`src/rtl/pipe_hazard_ctrl.sv`:
```
// Hazard detection, EXE operand forwarding and per-stage enable/reset control for the
// 5-stage pipeline: load-use stalls, counted branch flushes, multi-cycle EXE ops, debug hold.
module pipe_hazard_ctrl #(
  parameter int ADDR_W   = 5,
  parameter int BR_FLUSH = 3,
  parameter int MUL_LAT  = 4,
  parameter int CNT_W    = 32,
  parameter int DEBUG    = 1
) (
  input  logic              clk,
  input  logic              rst,
  input  logic              debug_en,
  input  logic              debug_step,
  input  logic              id_valid,
  input  logic [ADDR_W-1:0] id_rs_addr,
  input  logic [ADDR_W-1:0] id_rt_addr,
  input  logic              id_rs_used,
  input  logic              id_rt_used,
  input  logic              id_is_branch,
  input  logic              id_is_multi,
  input  logic              exe_wen,
  input  logic              mem_wen,
  input  logic [ADDR_W-1:0] exe_waddr,
  input  logic [ADDR_W-1:0] mem_waddr,
  input  logic              exe_is_load,
  output logic [1:0]        fwd_a,
  output logic [1:0]        fwd_b,
  output logic              if_en,
  output logic              id_en,
  output logic              exe_en,
  output logic              mem_en,
  output logic              wb_en,
  output logic              if_rst,
  output logic              id_rst,
  output logic              exe_rst,
  output logic              mem_rst,
  output logic              wb_rst,
  output logic              busy,
  output logic [CNT_W-1:0]  stall_cycles,
  output logic [CNT_W-1:0]  flush_cycles
);
  localparam int BW       = (BR_FLUSH > 1) ? $clog2(BR_FLUSH) : 1;
  localparam int MW       = (MUL_LAT > 1) ? $clog2(MUL_LAT) : 1;
  localparam int BR_LOAD  = (BR_FLUSH > 0) ? BR_FLUSH - 1 : 0;
  localparam int MUL_LOAD = (MUL_LAT > 0) ? MUL_LAT - 1 : 0;

  logic [BW-1:0] br_cnt;
  logic [MW-1:0] mul_cnt;
  logic          step_prev;
  logic          step_edge, hold, load_stall, br_accept, mul_accept, flush;

  // source 0 = rs, source 1 = rt
  logic [1:0][ADDR_W-1:0] src_addr;
  logic [1:0]             src_en, src_stall;
  logic [1:0][1:0]        src_fwd;

  assign src_addr = {id_rt_addr, id_rs_addr};
  assign src_en   = {id_valid & id_rt_used & ~rst, id_valid & id_rs_used & ~rst};

  for (genvar g = 0; g < 2; g++) begin : g_src
    logic [1:0] fwd;
    logic       stl;
    always_comb begin
      fwd = 2'b00;
      stl = 1'b0;
      if (src_en[g] && src_addr[g] != '0) begin
        if (exe_wen && exe_waddr == src_addr[g]) begin
          if (exe_is_load) stl = 1'b1;
          else             fwd = 2'b01;
        end else if (mem_wen && mem_waddr == src_addr[g]) begin
          fwd = 2'b10;
        end
      end
    end
    assign src_fwd[g]   = fwd;
    assign src_stall[g] = stl;
  end

  assign fwd_a      = src_fwd[0];
  assign fwd_b      = src_fwd[1];
  assign load_stall = |src_stall;

  assign step_edge  = debug_step & ~step_prev;
  assign hold       = (DEBUG != 0) & debug_en & ~step_edge & ~rst;
  assign busy       = (mul_cnt != '0);
  assign br_accept  = id_valid & id_is_branch & ~rst & ~hold & ~busy & ~load_stall;
  assign mul_accept = id_valid & id_is_multi & ~rst & ~hold & ~busy & ~load_stall;
  // bubbles continue from br_cnt even if a later stall overlaps the flush window
  assign flush      = ~rst & ~hold & (((BR_FLUSH > 0) & br_accept) | (br_cnt != '0));

  always_comb begin
    {if_en, id_en, exe_en, mem_en, wb_en}      = 5'b11111;
    {if_rst, id_rst, exe_rst, mem_rst, wb_rst} = 5'b00000;
    if (rst) begin
      {if_rst, id_rst, exe_rst, mem_rst, wb_rst} = 5'b11111;
    end else if (hold) begin
      {if_en, id_en, exe_en, mem_en, wb_en} = 5'b00000;
    end else begin
      if (busy) begin
        if_en   = 1'b0;
        id_en   = 1'b0;
        exe_en  = 1'b0;
        mem_rst = 1'b1;
      end else if (load_stall) begin
        if_en   = 1'b0;
        id_en   = 1'b0;
        exe_rst = 1'b1;
      end
      if (flush) id_rst = 1'b1;
    end
  end

  always_ff @(posedge clk) begin
    if (rst) begin
      br_cnt       <= '0;
      mul_cnt      <= '0;
      step_prev    <= 1'b0;
      stall_cycles <= '0;
      flush_cycles <= '0;
    end else begin
      step_prev <= debug_step;
      if (!hold) begin
        if (br_accept && BR_FLUSH > 0) br_cnt <= BW'(BR_LOAD);
        else if (br_cnt != '0)         br_cnt <= br_cnt - 1'b1;
        if (mul_accept) mul_cnt <= MW'(MUL_LOAD);
        else if (busy)  mul_cnt <= mul_cnt - 1'b1;
        if ((busy || load_stall) && !(&stall_cycles)) stall_cycles <= stall_cycles + 1'b1;
        if (flush && !(&flush_cycles))                flush_cycles <= flush_cycles + 1'b1;
      end
    end
  end
endmodule

```
`config.mk`:
```
export PLATFORM = sky130hd
export DESIGN_NAME = pipe_hazard_ctrl
export DESIGN_NICKNAME = d
export VERILOG_FILES = /design/src/rtl/pipe_hazard_ctrl.sv
export SDC_FILE = /design/constraint.sdc
export NUM_CORES = 1
export LEC_CHECK = 0
export ABC_AREA = 0
export CAP_MARGIN = 20
export CORE_MARGIN = 2
export CORE_UTILIZATION = 45
export CTS_BUF_LIST = sky130_fd_sc_hd__clkbuf_4 sky130_fd_sc_hd__clkbuf_8 sky130_fd_sc_hd__clkbuf_16
export CTS_CLUSTER_DIAMETER = 60
export DETAILED_ROUTE_END_ITERATION = 8
export GPL_ROUTABILITY_DRIVEN = 0
export PLACE_DENSITY = 0.76
export SYNTH_ARGS = -nofsm -noshare
export SYNTH_HDL_FRONTEND = slang
export SYNTH_SLANG_ARGS = --single-unit
```
`constraint.sdc`:
```
create_clock -name clk -period 8.22 [get_ports clk]
set_clock_uncertainty 0.1 [all_clocks]
set_input_delay 2.466 -clock clk [delete_from_list [all_inputs] [get_ports clk]]
set_output_delay 2.466 -clock clk [all_outputs]
set_load 0.01 [all_outputs]
```
---- Yosys cells after proc, flatten, opt, wreduce, memory -nomap -nowiden ----
Cells that the tools add are included.
word-level totals
  output and inout bits ................... 79
  logic and storage cells ................. 99
  input bits .............................. 32
  bits in registers ....................... 69
operators by class
  $add $sub $neg .......................... 4
  bitwise operators ....................... 26
  mux-type cells .......................... 36
  reduce and logical (&&, ||, !) cells .... 24
  equal/unequal tests ..................... 4
operator list
  cell                                              number
  adder 32 x 1 -> 32 bit, second input constant     2
  AND reduction 32 bit                              2
  two-way mux 1 bit                                 26
  equality test 5 bit                               4
  two-way mux 2 bit                                 10
  bitwise AND 1 bit                                 19
  nonzero test 5 bit                                2
  logical AND 1 bit                                 8
  AND reduction 2 bit                               4
  nonzero test 2 bit                                4
  NOT 1 bit                                         6
  subtractor 2 x 1 -> 2 bit, second input constant  2
  logical NOT 1 bit                                 2
  OR reduction 2 bit                                1
  logical OR 1 bit                                  1
  bitwise OR 1 bit                                  1

---- Logic depth before layout (Yosys ltp) ----
  depth in word-level cells ............... 14
  gate-level depth with buffers ........... 10
  gate-level depth less buffers ........... 8

---- Worst setup path after synthesis ----
No wires, ideal clock.
  path type ............................... input to output
  start point ............................. in exe_waddr[0]
  end point ............................... out if_en
  arrival time ............................ 4106 ps
  buffers on the path ..................... 2
  stages on the path ...................... 7
  path slack .............................. 1548 ps
  required time ........................... 5654 ps
  cells stage by stage .................... xnor2_1 nand4_1 or4_4 a21o_4 buf_2 a31o_2 buf_4
between the ends
  cells in the longest elaborated chain, start to end .. 9
  elaborated cells between the ends (all ways) .. 13
  classes of those cells .................. 2 x eq/ne; 8 x mux; 3 x reduce/logical
ends and longest elaborated chain
  what                               RTL line  text
  from (decl)                        23        input logic [ADDR_W-1:0] exe_waddr,
  equality test 5 bit                67        if (exe_wen && exe_waddr == src_addr[g]) begin
  logical AND 1 bit                  67
  two-way mux 1 bit                  67
  two-way mux 1 bit                  66        if (src_en[g] && src_addr[g] != '0) begin
  OR reduction 2 bit *               81        assign load_stall = |src_stall;
  two-way mux 1 bit * (4 in series)  n/a
  to (decl)                          28        output logic if_en,
Every way passes the cells marked *; elsewhere a longest branch is shown, timed or not.

---- Final worst setup path ----
  start point ............................. in id_rs_addr[3]
  end point ............................... out if_en
between the ends
  cells in the longest elaborated chain, start to end .. 9
  elaborated cells between the ends (all ways) .. 11
  classes of those cells .................. 1 x eq/ne; 6 x mux; 4 x reduce/logical
ends and longest elaborated chain
  what                  RTL line  text
  from (decl)           15        input logic [ADDR_W-1:0] id_rs_addr,
  equality test 5 bit   67
  logical AND 1 bit     67
  two-way mux 1 bit     67
  two-way mux 1 bit *   66
  OR reduction 2 bit *  81
  two-way mux 1 bit *   104       end else if (load_stall) begin
  two-way mux 1 bit *   99        if (busy) begin
  two-way mux 1 bit *   96        end else if (hold) begin
  two-way mux 1 bit *   94        if (rst) begin
Marked as above.

==> results.yml <==
worst_setup_path:
  critical_path_required_ns: 5.65
  setup.worst_path.start_class: "input port"
  end_kind: "output port"
  path_class: "input port to output port"
  worstRegToRegCells: 7
  cp_max_fo: 17
  critPathArrivalTime_ns: 5.02
  worstReg2RegEnd: "stall_cycles[6]"
  r2r_slack_ns: 4.97
  r2r-start: "stall_cycles[2]"
logic_synthesis:
  postSynthRegisterBits: 69
  sequential_area_share_after_synthesis_pct: 35.1
  yosysTopAreaCellShare_pct: 35.1
  post_synth_edffs: 0
  post_synth_main_area_contributors: "dfxtp_1 35%, xnor2_1 8.5%, a21oi_1 5.0%, nor2_1 3.9%, nand4_1 3.7%"
  synth.lib_cells_used.distinct: 54
  yosysWarningCount: 0
  synth_top_cell_by_area: "dfxtp_1"
  synthCells: 482
  postSynthNetCount: 518
  synth-main-ff-cell: "dfxtp_1"
  post_synth_instance_area_mm2: 0.00393
  postSynthAreaPerCell_um2: 8.16
  async_reset_ff_share_pct: 0
final_layout:
  antenna_cells: 0
  post_layout_net_count: 616
  drive_above_1_share_pct: 6.67
  postLayoutCellArea_mm2: 0.00528
  areaGrowthSynthToFinish_pct: 34.4
  final_cells: 693
  fill_cell_count: 763
detailed_routing:
  via_count: 3922
  drtIter0Drc: 154
  wl_per_cell_um: 14.9
  wirelength_met1_mm: 4.63
  routed-wl-met2_mm: 4.98
  maxUsedRoutingLayer: "met4"
  route.detailed.drc: 0
  totalWireLength_mm: 10.3
  detail_route.vias_per_cell: 5.66
  detailroute.wirelength.met3_um: 510
  antenna_violating_nets_post_route: 0
  drt_first_pass_iters: 4
grt:
  track_usage_pct: 21.5
  overflow: 0
  grt_pass1_vias: 3759
  grt_antenna_before_repair: 0
  global_route_wire_length_before_repair_mm: 17.2
  largest_net_degree_at_the_start_of_global_routing: 90
pwr:
  cellPowerDensity_mw_per_mm2: 169
  share_comb_of_total_power_pct: 24.8
  power_switching_share_pct: 31.8
  internal_power_mw: 0.608
  total_switching_power_mw: 0.283
  p_seq_share_pct: 40.1
  power.leakage_nw: 1.65
  share_clk_of_total_power_pct: 35.2
  design_power_total_mw: 0.892
  ir_drop_mv: 0.105
sta:
  max_clock_freq_mhz: 132
  report.final.hold_viol_count: 0
  unrepaired_setup_endpoints_after_global_routing: "false"
  layout_min_cycle_time_ns: 7.58
  setup_tns_ns: 0
  timing.final.crit_share_pct: 92.3
  setup_viol: 0
  max_slew.worst_pin.slew_ns: 1.01
  report.final.slew_viol_count: 0
  slew-limit-headroom_pct: 32.8
clock_tree:
  clockRootBuffer: "clkbuf_8"
  tritoncts: "done"
  cts_inserted_buffers: 9
  worst_skew_pair_latency_ns: 0.35
  post_cts.repair.setup_buffers: 0
  cts-root-to-sink-buffers: 2
  ctsResizeCount: 0
  ctsHtreeMaxLevel: 3
  holdBufCountCts: 0
  path_clk_slew_ns: 0.07
  cts_num_sinks: 69
worst_hold_path:
  timing.hold.worst.class: "flip-flop to flip-flop"
  hold_end: "mul_cnt[1]"
  hold_path_depth: 2
  min-delay-start: "mul_cnt[1]"
die:
  x_dimension_of_the_die_um: 97.5
  floorplan.core_area_mm2: 0.00859
  die_y_um: 97.5
  die-area_mm2: 0.00950
  initial_core_util_pct: 45.7
  rows: 34
  pin_count: 111
outcome:
  status: "complete, no violations"
job:
  max-cap-violations: 0
placement:
  dp_hpwl_mm: 7.47
  numPortBuffers: 110
  placed_cell_area_mm2: 0.00506
  dp_cells: 677
-- state kept, by name, summed over array words and instances, names as in the netlist --
register / count
flush_cycles: 32
stall_cycles: 32
br_cnt: 2
mul_cnt: 2
step_prev: 1
-- cell families (layout without fill, tap and decap cells) --
family / Yosys count / after routing / share of synthesized area (%)
AO/OA/AOI/OAI: 103 / 103 / 17.3
AND/OR/NAND/NOR: 213 / 213 / 29.7
adder cells (fa/ha/maj): 4 / 4 / 1.27
multiplexers: 11 / 11 / 2.96
buffers and inverters: 42 / 145 / 4.68
flip-flops: 69 / 69 / 35.1
XOR/XNOR: 40 / 40 / 8.91
-- stage by stage --
step                setup WS, ns  utilization (%)  hold slack [ns]
floorplan                   1.55                -            0.336
global placement           0.763             58.9            0.345
detailed placement         0.647             58.9            0.346
CTS                        0.644             61.5            0.357
global route               0.543             61.5            0.394
finish                     0.637             61.5            0.360
-- power groups by stage --
stage | registers (mW) | logic (mW) | clock network, mW
after floorplan | 0.366 | 0.145 | 0
final | 0.358 | 0.221 | 0.313
after global placement | 0.364 | 0.216 | 0
after CTS | 0.357 | 0.223 | 0.320
after global routing | 0.359 | 0.244 | 0.336
after detailed placement | 0.365 | 0.222 | 0
-- how the worst max path moves through the flow --
stage	start	to	slack (ns)
6_report	id_rs_addr[3]	if_en	0.64
5_1_grt	id_rs_addr[3]	if_en	0.54
4_1_cts	id_rs_addr[3]	if_en	0.64
3_5_place_dp	id_rs_addr[3]	if_en	0.65
3_3_place_gp	id_rs_addr[0]	id_en	0.76
2_1_floorplan	exe_waddr[0]	if_en	1.55
-- synthesized netlist by cell type, types with 4 or more instances --
cell type	instances
mux2i_1	6
a2111oi_0	5
clkbuf_1	18
a21oi_1	39
or2_2	4
nor2_1	41
a211oi_1	8
nand3_1	27
or3_1	22
and2_1	6
buf_4	4
o31ai_1	7
nor3_1	4
or4_1	12
mux2_2	5
a2111oi_1	4
and3_1	11
and4_1	5
inv_1	15
o21ai_0	20
nand4_1	23
xnor2_1	38
nand2b_1	7
ha_1	4
nand2_1	32
nor2b_1	6
dfxtp_1	69
-- cell usage in the layout, fill, tap and decap left out, types with 5 or more instances in the layout --
cell and instances:
dfxtp_1 69, mux2i_1 6, inv_1 15, nand4_1 23
mux2_2 5, nor2b_1 6, and3_1 11, or4_1 12
nand2b_1 7, nand3_1 27, a2111oi_0 5, o21ai_0 20
a21oi_1 39, and4_1 5, nor2_1 41, or3_1 22
clkbuf_8 9, and2_1 6, a211oi_1 8, xnor2_1 38
o31ai_1 7, clkdlybuf4s50_1 109, nand2_1 32
-- cell type report --
type	count	area, um2	share of cell area, %
repair buffers	113	1120	21.2
multi-input cells	371	2370	44.8
well taps	108	135	2.56
flip-flops and latches	69	1380	26.1
clock buffers	9	124	2.34
inverters	16	60.1	1.14
clock inverters	7	97.6	1.85
-- worst max-delay path, stage by stage --
cell and delay, ns:
clkdlybuf4s50_1 0.55, xnor2_1 0.16, nand4_1 0.18, or4_4 0.59
a21o_4 0.30, a31o_2 0.27, clkdlybuf4s50_1 0.49
-- routing by layer --
metal  vias up  track usage [%]
met4         0             7.48
met5         -                0
met2        91             34.9
met3        17             5.97
met1      1848             27.5
li1       1966                -
(Power assumes the default switching activity.)
